==> src/rtl/mem_access_ctrl_pkg.sv <==
// ---------------------------------------------------------------------------
// mem_ctrl_pkg
// Shared definitions for the MEM-stage data-memory access controller:
//   - FSM state encoding
//   - fun3 access width/sign codes
//   - default bus timeout
// ---------------------------------------------------------------------------
package mem_ctrl_pkg;

  typedef enum logic [1:0] {
    ST_IDLE = 2'b00,
    ST_REQ  = 2'b01,
    ST_WAIT = 2'b10,
    ST_DONE = 2'b11
  } state_e;

  localparam logic [2:0] F3_B  = 3'b000;
  localparam logic [2:0] F3_H  = 3'b001;
  localparam logic [2:0] F3_W  = 3'b010;
  localparam logic [2:0] F3_BU = 3'b100;
  localparam logic [2:0] F3_HU = 3'b101;
  localparam logic [2:0] F3_WU = 3'b110;

  localparam int TIMEOUT_DEFAULT = 255;

endpackage

==> src/rtl/mem_access_ctrl_if.sv <==
// ---------------------------------------------------------------------------
// mem_access_ctrl_if
// Request/grant/response data-memory bus.
//   mem_req    : request (master -> slave)
//   mem_we     : 1 = write
//   mem_addr   : word-aligned byte address
//   mem_wdata  : replicated store data
//   mem_be     : byte enables
//   mem_gnt    : request accepted (slave -> master)
//   mem_rvalid : read data valid
//   mem_rdata  : read data
// ---------------------------------------------------------------------------
interface mem_access_ctrl_if;
  logic        mem_req;
  logic        mem_we;
  logic [31:0] mem_addr;
  logic [31:0] mem_wdata;
  logic [3:0]  mem_be;
  logic        mem_gnt;
  logic        mem_rvalid;
  logic [31:0] mem_rdata;

  modport master (
    output mem_req, mem_we, mem_addr, mem_wdata, mem_be,
    input  mem_gnt, mem_rvalid, mem_rdata
  );

  modport slave (
    input  mem_req, mem_we, mem_addr, mem_wdata, mem_be,
    output mem_gnt, mem_rvalid, mem_rdata
  );
endinterface

==> src/rtl/mem_access_ctrl_lsu_align.sv <==
// ---------------------------------------------------------------------------
// lsu_align
// Combinational load/store alignment helper.
//   load_i/store_i/fun3_i/addr_lo_i : request decode (IDLE-cycle inputs)
//   wdata_i                         : raw rs2 store data
//   be_o, wdata_o                   : byte enables and replicated store data
//   fault_o                         : illegal width, misalignment or load+store
//   ld_fun3_i, ld_off_i, rdata_i    : registered load width/offset + bus data
//   ld_data_o                       : extracted and extended load result
// ---------------------------------------------------------------------------
module lsu_align
  import mem_ctrl_pkg::*;
(
  input  logic        load_i,
  input  logic        store_i,
  input  logic [2:0]  fun3_i,
  input  logic [1:0]  addr_lo_i,
  input  logic [31:0] wdata_i,
  output logic [3:0]  be_o,
  output logic [31:0] wdata_o,
  output logic        fault_o,
  input  logic [2:0]  ld_fun3_i,
  input  logic [1:0]  ld_off_i,
  input  logic [31:0] rdata_i,
  output logic [31:0] ld_data_o
);

  logic        misaligned;
  logic        ill_width;
  logic [31:0] rshift;

  always_comb begin
    be_o       = 4'b1111;
    wdata_o    = wdata_i;
    misaligned = 1'b0;
    // fun3[1:0] carries the width; fun3[2] only selects zero-extension.
    case (fun3_i[1:0])
      2'b00: begin
        be_o    = 4'b0001 << addr_lo_i;
        wdata_o = {4{wdata_i[7:0]}};
      end
      2'b01: begin
        be_o       = 4'b0011 << {addr_lo_i[1], 1'b0};
        wdata_o    = {2{wdata_i[15:0]}};
        misaligned = addr_lo_i[0];
      end
      default: begin
        be_o       = 4'b1111;
        wdata_o    = wdata_i;
        misaligned = (addr_lo_i != 2'b00);
      end
    endcase

    ill_width = 1'b0;
    if (load_i)
      ill_width = (fun3_i == 3'b011) || (fun3_i == 3'b111);
    else if (store_i)
      ill_width = fun3_i[2] || (fun3_i[1:0] == 2'b11);

    fault_o = (load_i && store_i) || ill_width || misaligned;
  end

  // Halfword offsets are always 0 or 2, so one byte-granular shift serves both widths.
  assign rshift = rdata_i >> {ld_off_i, 3'b000};

  always_comb begin
    case (ld_fun3_i)
      F3_B:    ld_data_o = {{24{rshift[7]}}, rshift[7:0]};
      F3_BU:   ld_data_o = {24'h0, rshift[7:0]};
      F3_H:    ld_data_o = {{16{rshift[15]}}, rshift[15:0]};
      F3_HU:   ld_data_o = {16'h0, rshift[15:0]};
      default: ld_data_o = rdata_i;
    endcase
  end

endmodule

==> src/rtl/mem_access_ctrl.sv <==
// ---------------------------------------------------------------------------
// mem_access_ctrl
// MEM-stage data-memory access sequencer for an RV32I pipeline.
//   clk, rst_n          : clock, synchronous active-low reset
//   load_i, store_i     : access type from decode
//   fun3_i, addr_i      : access width/sign and byte address
//   wdata_i, rd_i       : store data and load destination
//   flush_i             : kill the MEM-stage access
//   stall_o             : hold the pipeline while an access is in flight
//   mem                 : request/grant/response bus (master side)
//   wb_valid_o/rd/data  : one-cycle load writeback
//   fault_o, timeout_o  : misaligned/illegal-width pulse, bus timeout pulse
// ---------------------------------------------------------------------------
module mem_access_ctrl
  import mem_ctrl_pkg::*;
#(
  parameter int TIMEOUT_CYCLES = TIMEOUT_DEFAULT,
  parameter int CNT_W          = 8
) (
  input  logic                clk,
  input  logic                rst_n,
  input  logic                load_i,
  input  logic                store_i,
  input  logic [2:0]          fun3_i,
  input  logic [31:0]         addr_i,
  input  logic [31:0]         wdata_i,
  input  logic [4:0]          rd_i,
  input  logic                flush_i,
  output logic                stall_o,
  mem_access_ctrl_if.master   mem,
  output logic                wb_valid_o,
  output logic [4:0]          wb_rd_o,
  output logic [31:0]         wb_data_o,
  output logic                fault_o,
  output logic                timeout_o
);

  localparam logic [CNT_W-1:0] CNT_LAST = CNT_W'(TIMEOUT_CYCLES - 1);

  state_e             state_q, state_d;
  logic [CNT_W-1:0]   cnt_q, cnt_d;
  logic               kill_q, kill_d;
  logic               to_q, to_d;
  logic               fault_q, fault_d;
  logic [29:0]        addr_q;
  logic [3:0]         be_q;
  logic [31:0]        wdata_q;
  logic               we_q;
  logic [2:0]         fun3_q;
  logic [4:0]         rd_q;
  logic [1:0]         off_q;
  logic [31:0]        data_q;

  logic               access, bad, latch, capture;
  logic [3:0]         be_c;
  logic [31:0]        wdata_c, ld_data_c;

  lsu_align u_align (
    .load_i    (load_i),
    .store_i   (store_i),
    .fun3_i    (fun3_i),
    .addr_lo_i (addr_i[1:0]),
    .wdata_i   (wdata_i),
    .be_o      (be_c),
    .wdata_o   (wdata_c),
    .fault_o   (bad),
    .ld_fun3_i (fun3_q),
    .ld_off_i  (off_q),
    .rdata_i   (mem.mem_rdata),
    .ld_data_o (ld_data_c)
  );

  assign access = (load_i || store_i) && !flush_i;

  always_comb begin
    state_d = state_q;
    cnt_d   = cnt_q;
    kill_d  = kill_q;
    to_d    = to_q;
    fault_d = 1'b0;
    latch   = 1'b0;
    capture = 1'b0;
    case (state_q)
      ST_IDLE: begin
        if (access) begin
          if (bad) begin
            fault_d = 1'b1;
          end else begin
            latch   = 1'b1;
            state_d = ST_REQ;
            cnt_d   = '0;
            kill_d  = 1'b0;
            to_d    = 1'b0;
          end
        end
      end
      ST_REQ: begin
        cnt_d = cnt_q + 1'b1;
        if (flush_i && !mem.mem_gnt) begin
          state_d = ST_IDLE;
        end else if (mem.mem_gnt) begin
          // Once granted the bus transaction is committed; a flush only hides the result.
          if (flush_i) kill_d = 1'b1;
          if (we_q) begin
            state_d = ST_DONE;
          end else if (mem.mem_rvalid) begin
            capture = 1'b1;
            state_d = ST_DONE;
          end else if (cnt_q == CNT_LAST) begin
            to_d    = 1'b1;
            state_d = ST_DONE;
          end else begin
            state_d = ST_WAIT;
          end
        end else if (cnt_q == CNT_LAST) begin
          to_d    = 1'b1;
          state_d = ST_DONE;
        end
      end
      ST_WAIT: begin
        cnt_d = cnt_q + 1'b1;
        if (flush_i) kill_d = 1'b1;
        if (mem.mem_rvalid) begin
          capture = 1'b1;
          state_d = ST_DONE;
        end else if (cnt_q == CNT_LAST) begin
          to_d    = 1'b1;
          state_d = ST_DONE;
        end
      end
      default: state_d = ST_IDLE;
    endcase
  end

  always_ff @(posedge clk) begin
    if (!rst_n) begin
      state_q <= ST_IDLE;
      cnt_q   <= '0;
      kill_q  <= 1'b0;
      to_q    <= 1'b0;
      fault_q <= 1'b0;
    end else begin
      state_q <= state_d;
      cnt_q   <= cnt_d;
      kill_q  <= kill_d;
      to_q    <= to_d;
      fault_q <= fault_d;
    end
  end

  always_ff @(posedge clk) begin
    if (!rst_n) begin
      addr_q  <= '0;
      be_q    <= '0;
      wdata_q <= '0;
      we_q    <= 1'b0;
      fun3_q  <= '0;
      rd_q    <= '0;
      off_q   <= '0;
      data_q  <= '0;
    end else begin
      if (latch) begin
        addr_q  <= addr_i[31:2];
        be_q    <= be_c;
        wdata_q <= wdata_c;
        we_q    <= store_i;
        fun3_q  <= fun3_i;
        rd_q    <= rd_i;
        off_q   <= addr_i[1:0];
      end
      if (capture) data_q <= ld_data_c;
    end
  end

  assign stall_o       = ((state_q == ST_IDLE) && access && !bad) ||
                         (state_q == ST_REQ) || (state_q == ST_WAIT);
  assign mem.mem_req   = (state_q == ST_REQ);
  assign mem.mem_we    = we_q;
  assign mem.mem_addr  = {addr_q, 2'b00};
  assign mem.mem_wdata = wdata_q;
  assign mem.mem_be    = be_q;

  assign wb_valid_o = (state_q == ST_DONE) && !we_q && !kill_q && !to_q;
  assign wb_rd_o    = rd_q;
  assign wb_data_o  = data_q;
  assign fault_o    = fault_q;
  assign timeout_o  = (state_q == ST_DONE) && to_q;

endmodule

==> src/flat_wrapper.sv <==
// flat-port wrapper written by rule: the top's interface ports become plain ports
module mem_access_ctrl_flat import mem_ctrl_pkg::*;
#(
  parameter int TIMEOUT_CYCLES = TIMEOUT_DEFAULT,
  parameter int CNT_W          = 8
)
  (clk, rst_n, load_i, store_i, fun3_i, addr_i, wdata_i, rd_i, flush_i, stall_o, wb_valid_o, wb_rd_o, wb_data_o, fault_o, timeout_o, mem_mem_req, mem_mem_we, mem_mem_addr, mem_mem_wdata, mem_mem_be, mem_mem_gnt, mem_mem_rvalid, mem_mem_rdata);
  mem_access_ctrl_if mem_i ();
  input  logic clk;
  input  logic rst_n;
  input  logic load_i;
  input  logic store_i;
  input  logic [2:0] fun3_i;
  input  logic [31:0] addr_i;
  input  logic [31:0] wdata_i;
  input  logic [4:0] rd_i;
  input  logic flush_i;
  output logic stall_o;
  output logic wb_valid_o;
  output logic [4:0] wb_rd_o;
  output logic [31:0] wb_data_o;
  output logic fault_o;
  output logic timeout_o;
  output wire logic [$bits(mem_i.mem_req)-1:0] mem_mem_req;
  output wire logic [$bits(mem_i.mem_we)-1:0] mem_mem_we;
  output wire logic [$bits(mem_i.mem_addr)-1:0] mem_mem_addr;
  output wire logic [$bits(mem_i.mem_wdata)-1:0] mem_mem_wdata;
  output wire logic [$bits(mem_i.mem_be)-1:0] mem_mem_be;
  input wire logic [$bits(mem_i.mem_gnt)-1:0] mem_mem_gnt;
  input wire logic [$bits(mem_i.mem_rvalid)-1:0] mem_mem_rvalid;
  input wire logic [$bits(mem_i.mem_rdata)-1:0] mem_mem_rdata;
  assign mem_mem_req = mem_i.mem_req;
  assign mem_mem_we = mem_i.mem_we;
  assign mem_mem_addr = mem_i.mem_addr;
  assign mem_mem_wdata = mem_i.mem_wdata;
  assign mem_mem_be = mem_i.mem_be;
  assign mem_i.mem_gnt = mem_mem_gnt;
  assign mem_i.mem_rvalid = mem_mem_rvalid;
  assign mem_i.mem_rdata = mem_mem_rdata;
  mem_access_ctrl #(.TIMEOUT_CYCLES(TIMEOUT_CYCLES), .CNT_W(CNT_W)) u_core (.clk(clk), .rst_n(rst_n), .load_i(load_i), .store_i(store_i), .fun3_i(fun3_i), .addr_i(addr_i), .wdata_i(wdata_i), .rd_i(rd_i), .flush_i(flush_i), .stall_o(stall_o), .mem(mem_i), .wb_valid_o(wb_valid_o), .wb_rd_o(wb_rd_o), .wb_data_o(wb_data_o), .fault_o(fault_o), .timeout_o(timeout_o));
endmodule
==> config.mk <==
export PLATFORM = sky130hd
export DESIGN_NAME = mem_access_ctrl_flat
export DESIGN_NICKNAME = d
export VERILOG_FILES = /design/src/rtl/mem_access_ctrl_pkg.sv /design/src/rtl/mem_access_ctrl_if.sv /design/src/rtl/mem_access_ctrl_lsu_align.sv /design/src/rtl/mem_access_ctrl.sv /design/src/flat_wrapper.sv
export SDC_FILE = /design/constraint.sdc
export NUM_CORES = 1
export LEC_CHECK = 0
export BUFFER_PORTS_ARGS = -buffer_cell sky130_fd_sc_hd__buf_2
export CAP_MARGIN = 20
export CELL_PAD_IN_SITES_DETAIL_PLACEMENT = 1
export CELL_PAD_IN_SITES_GLOBAL_PLACEMENT = 1
export CORE_ASPECT_RATIO = 2
export CORE_UTILIZATION = 37
export CTS_CLUSTER_SIZE = 25
export DETAILED_ROUTE_END_ITERATION = 8
export PLACE_DENSITY = 0.88
export SLEW_MARGIN = 5
export SYNTH_ARGS = -nofsm -noshare
export SYNTH_HDL_FRONTEND = slang
export SYNTH_HIERARCHICAL = 1
export SYNTH_SLANG_ARGS = --single-unit
==> constraint.sdc <==
create_clock -name clk -period 5.1 [get_ports clk]
set_clock_uncertainty 0.05 [all_clocks]
set_input_delay 0.51 -clock clk [delete_from_list [all_inputs] [get_ports clk]]
set_output_delay 0.51 -clock clk [all_outputs]
set_load 0.005 [all_outputs]
Yosys cells after proc, flatten, opt, wreduce, memory -nomap -nowiden
Index checks and enable logic that the tools add are counted.
- bits in registers: 122
- input bits: 111
- output and inout port bits: 111
- add/sub/neg operators: 1
- eq/ne operators: 16
- shifts and indexed selects: 3
- mux-type cells: 40
- reduce and logical (&&, ||, !) cells: 34
- operators with widths (cell ; count):
    one-hot mux 32 bit (4 select lines) ; 1
    one-hot mux 32 bit (2 select lines) ; 1
    right shift 32 x 5 -> 16 bit ; 1
    2-to-1 mux 1 bit ; 21
    2-to-1 mux 2 bit ; 8
    2-to-1 mux 8 bit ; 2
    one-hot mux 8 bit (2 select lines) ; 1
    AND reduction 5 bit ; 2
    == test 3 bit, second input constant ; 3
    logical AND 1 bit ; 9
    adder 8 x 1 -> 8 bit, second input constant ; 1
    == test 8 bit, second input constant ; 1
    one-hot mux 4 bit (2 select lines) ; 1
    logical OR 1 bit ; 7
    == test 2 bit, second input constant ; 3
    zero test 1 bit ; 6
    one-hot mux 1 bit (3 select lines) ; 2
    one-hot mux 2 bit (3 select lines) ; 1
    AND reduction 3 bit ; 2
    == test 2 x 1 -> 1 bit, second input constant ; 2
    zero test 2 bit ; 2
    inequality test 2 x 1 -> 1 bit, second input constant ; 2
    inequality test 2 bit, second input constant ; 2
    one-hot mux 1 bit (2 select lines) ; 2
    10 further kinds ; 11

Logic depth before layout (Yosys ltp)
- word-level depth: 10
- gate-level depth with buffers: 9
- gate-level depth less buffers: 6

Modules after synthesis
Netlist, hierarchy kept.
- by module, submodules not included (module ; times used ; cells an instance ; area an instance (um2) ; seq. area each (um2)):
    mem_access_ctrl ; 1 ; 579 ; 4613.2 ; 2442.3
    lsu_align ; 1 ; 187 ; 1177.4 ; 0.0

Worst setup path before layout
Ideal clock, no wire load.
- kind: input to output
- start point: in fun3_i[0]
- end point: out stall_o
- data arrival time: 1.806 ns
- required time: 4.540 ns
- slack: 2.734 ns
- stages: 6
- path buffers: 2
- cells stage by stage: buf_1 > o21ai_0 > nand3_1 > nor3_2 > buf_2 > or3_1
- longest elaborated chain between the ends: 10
- elaborated cells between the ends (all ways): 16
- those cells by class: eq/ne (4); mux (3); reduce/logical (9)
- ends and longest elaborated chain (item ; line ; text):
    from (decl) ; flat_wrapper.sv:13 ; input logic [2:0] fun3_i;
    == test 2 bit ; mem_access_ctrl_lsu_align.sv:58 ; ill_width = fun3_i[2] || (fun3_i[1:0] == 2'b11);
    logical OR 1 bit ; mem_access_ctrl_lsu_align.sv:58 ;
    2-to-1 mux 1 bit ; mem_access_ctrl_lsu_align.sv:57 ; else if (store_i)
    2-to-1 mux 1 bit ; mem_access_ctrl_lsu_align.sv:55 ; if (load_i)
    logical OR 1 bit ; mem_access_ctrl_lsu_align.sv:60 ; fault_o = (load_i && store_i) || ill_width || misaligned;
    logical OR 1 bit * ; mem_access_ctrl_lsu_align.sv:60 ;
    via u_core.bad ; mem_access_ctrl.sv:54 ; logic access, bad, latch, capture;
    zero test 1 bit * ; mem_access_ctrl.sv:175 ; assign stall_o = ((state_q == ST_IDLE) && access && !bad) ||
    logical AND 1 bit * ; mem_access_ctrl.sv:175 ;
    logical OR 1 bit * ; mem_access_ctrl.sv:175 ;
    logical OR 1 bit * ; mem_access_ctrl.sv:176 ; (state_q == ST_REQ) || (state_q == ST_WAIT);
    to (decl) ; flat_wrapper.sv:18 ; output logic stall_o;
The timed path passes the listed nets; every way through them passes the cells marked *.

Final worst setup path
- start point: in fun3_i[1]
- end point: out stall_o
The elaborated chain is that of the path after synthesis.

==> results.json <==
{
  "status": "finished clean",
  "syn_inst": 766,
  "drive_gt1_share_pct": 29.7,
  "tns_ns": 0,
  "gp_congestion": 0.822,
  "hpwl_um": 14500,
  "start_kind": "input port",
  "post_drt_wl_per_cell_um": 17.2,
  "synth.distinct_cells": 51,
  "cts_made_buffers": 17,
  "rows": 64,
  "drc": 0,
  "die_w_um": 90.5,
  "vias_per_cell": 5.20,
  "cp.required_ns": 4.54,
  "antenna_left": 0,
  "rsz0062_at_grt": "false",
  "cts_max_level": 4,
  "leakage_uw": 0.00326,
  "max_stage_delay_ns": 0.43,
  "place_area_sq_um": 6900,
  "internal_power_uw": 1840,
  "regArea_sq_um": 2440,
  "stdcell_area_sq_um": 7480,
  "finalMaxSlewViolations": 0,
  "min_path_cells": 3,
  "min_path_type": "in2reg",
  "insertion_delay_ns": 0.42,
  "cts.path.max_buffers": 2,
  "setup_violations": 0,
  "path_cells": "buf_2, o21a_1, o21ai_0, nand3_1, nor3_4, or3_1, buf_2",
  "rr_worst_depth": 5,
  "slew_headroom_pct": 32.1,
  "grt_pass1_vias": 6218,
  "antenna_found_initial": 0,
  "port_buffers": 219,
  "post_cts_buffers": 0,
  "pin_count": 222,
  "worst_hold_slack_ns": 0.267,
  "fmax_ghz": 0.383,
  "final.period_utilization_pct": 51.2,
  "power_frac_clock_pct": 46.8,
  "ir_worst_vdd_v": 0.000235,
  "cts-root-buf": "clkbuf_16",
  "synth_edf_count": 0,
  "crit_fanout": 32,
  "path_buf_inv": 2,
  "die_h_um": 179,
  "finalHoldViolCount": 0,
  "critPathKind": "in2out",
  "multi_input_area_sq_um": 3020,
  "layout.nets": 1066,
  "wl_um": 20000,
  "final_core_utilization_pct": 48.9,
  "grt_max_degree": 78,
  "p_switching_uw": 687,
  "cpMaxStageDelayCell": "buf_2",
  "p_sw_share_pct": 27.2,
  "nFillCells": 2023,
  "initial_utilization_pct": 37.9,
  "yosysSeqAreaShare_pct": 42.2,
  "dr.pass1.iters": 4,
  "grt_first_pass_wirelength_um": 30800,
  "min_to": "u_core/addr_q[9]$_SDFFE_PN0P_",
  "yosys_register_bits": 122,
  "clock_sinks": 122,
  "holdBufCountCts": 0,
  "synth-main-ff-cell": "dfxtp_1",
  "cts_resized": 0,
  "grt_overflow_total": 0,
  "worstMarginPinSlew_ns": 1.02,
  "async_flop_share_pct": 0,
  "cap_violations": 0,
  "power_density_nw_per_um2": 337,
  "via_count": 6035,
  "r2r_end": "u_core/wb_data_o[13]$_SDFFE_PN0P_",
  "cts_tree": "yes",
  "core_area_sq_um": 15300,
  "area_growth_pct": 29.2,
  "hold_start": "addr_i[11]",
  "yosysWarningCount": 6,
  "r2r_slack_ns": 2.53,
  "netlist_area_sq_um": 5790,
  "avgSynthCellArea_sq_um": 7.56,
  "clk_pin_slew_ns": 0.06,
  "crit_arrival_ns": 2.05,
  "min_period_ns": 2.61,
  "grt_usage_pct": 24.6,
  "seqPwrFrac_pct": 40.1,
  "share_comb_of_total_power_pct": 13.1,
  "timing.rr.start": "u_core/off_q[1]$_SDFFE_PN0P_",
  "worst_setup_path_end_kind": "output port",
  "drtIter0Drc": 174,
  "critical_path.top_delay_family": "simple AND/OR/NAND/NOR gates",
  "critPathMostFrequentCell": "buf_2",
  "dieArea_sq_um": 16200
}
## per-stage QoR
| step | setup slack [ns] | instances | power, uW |
|---|---|---|---|
| floorplan | 2.73 | 767 | 1230 |
| global placement | 2.41 | 1126 | 1350 |
| finish | 2.49 | 1160 | 2520 |
| detailed placement | 2.31 | 1127 | 1360 |
| CTS | 2.50 | 1159 | 2550 |
| global route | 2.34 | 1159 | 2630 |
## cells by family (layout without fill, tap and decap cells)
kind of cell	Yosys count	count (layout)	synth area share (%)
buffers and inverters	71	265	5.79
flip-flops	122	122	42.2
AND/OR/NAND/NOR	335	335	24.2
AO/OA/AOI/OAI	196	196	19.8
adder cells (fa/ha/maj)	7	7	1.51
other	1	3	0.0648
multiplexers	34	34	6.46
## area by class of cell
type                            count  area share, %
Inverter                            8          0.418
Clock inverter                     15           2.04
Clock buffer                       17           5.69
Multi-Input combinational cell    574           40.4
Sequential cell                   122           32.7
Tap cell                          198           3.31
Antenna cell                        1         0.0335
Timing Repair Buffer              225           15.4
## cell usage after synthesis (all sizes together) (7+ instances only)
cell type | count | area share [%]
nor2b | 11 | 1.2
o211a | 7 | 1.2
clkbuf | 36 | 2.3
inv | 8 | 0.52
dfxtp | 122 | 42
ha | 7 | 1.5
o21ai | 26 | 2.2
mux2 | 17 | 3.3
mux2i | 16 | 2.8
nand2 | 283 | 18
o31ai | 11 | 1.5
a21oi | 132 | 11
buf | 27 | 2.9
## registers in the layout, summed over array words and instances, names as in the netlist
name,flops
u_core/addr_q,30
u_core/off_q,2
u_core/to_q,1
u_core/mem.mem_wdata,32
u_core/mem.mem_we,1
u_core/wb_rd_o,5
u_core/fault_o,1
u_core/wb_data_o,32
u_core/cnt_q,8
u_core/kill_q,1
u_core/mem.mem_be,4
u_core/fun3_q,3
u_core/state_q,2
## worst max-delay path by stage
| stage | from | end | slack, ns | depth (start not counted) |
|---|---|---|---|---|
| 6_report | fun3_i[1] | stall_o | 2.49 | 7 |
| 5_1_grt | fun3_i[1] | stall_o | 2.34 | 7 |
| 4_1_cts | fun3_i[1] | stall_o | 2.50 | 7 |
| 3_5_place_dp | fun3_i[1] | u_core/mem.mem_wdata[8]$_SDFFE_PN0P_ | 2.31 | 8 |
| 3_3_place_gp | fun3_i[1] | u_core/addr_q[29]$_SDFFE_PN0P_ | 2.41 | 8 |
| 2_1_floorplan | fun3_i[0] | stall_o | 2.73 | 6 |
## worst min-delay path, cell delays in order
cell	delay [ns]
buf_2	0.09
nand2_1	0.04
a21oi_1	0.05
## power groups by stage
stage	Clock, uW	Combinational (uW)	Sequential, uW
6_report	1180	331	1010
2_1_floorplan	0	200	1030
3_3_place_gp	0	320	1030
3_5_place_dp	0	330	1030
4_1_cts	1210	333	1010
5_1_grt	1250	363	1010
## cell usage in the layout, fill, tap and decap left out, types with 7 or more instances in the layout
master,count
clkbuf_16,17
ha_1,7
buf_2,219
o211a_1,7
dfxtp_1,122
a21oi_1,132
o31ai_1,10
nand2_1,283
inv_1,7
nor2b_1,11
mux2_2,17
o21ai_0,26
mux2i_1,16
## routing by layer
layer	up-vias	wire [um]	global-route usage [%]
met1	2846	6920	22.6
met2	208	11200	46.8
li1	2919	-	-
met5	-	0	0
met4	0	1010	17.1
met3	62	909	5.89
(Power assumes the default switching activity.)
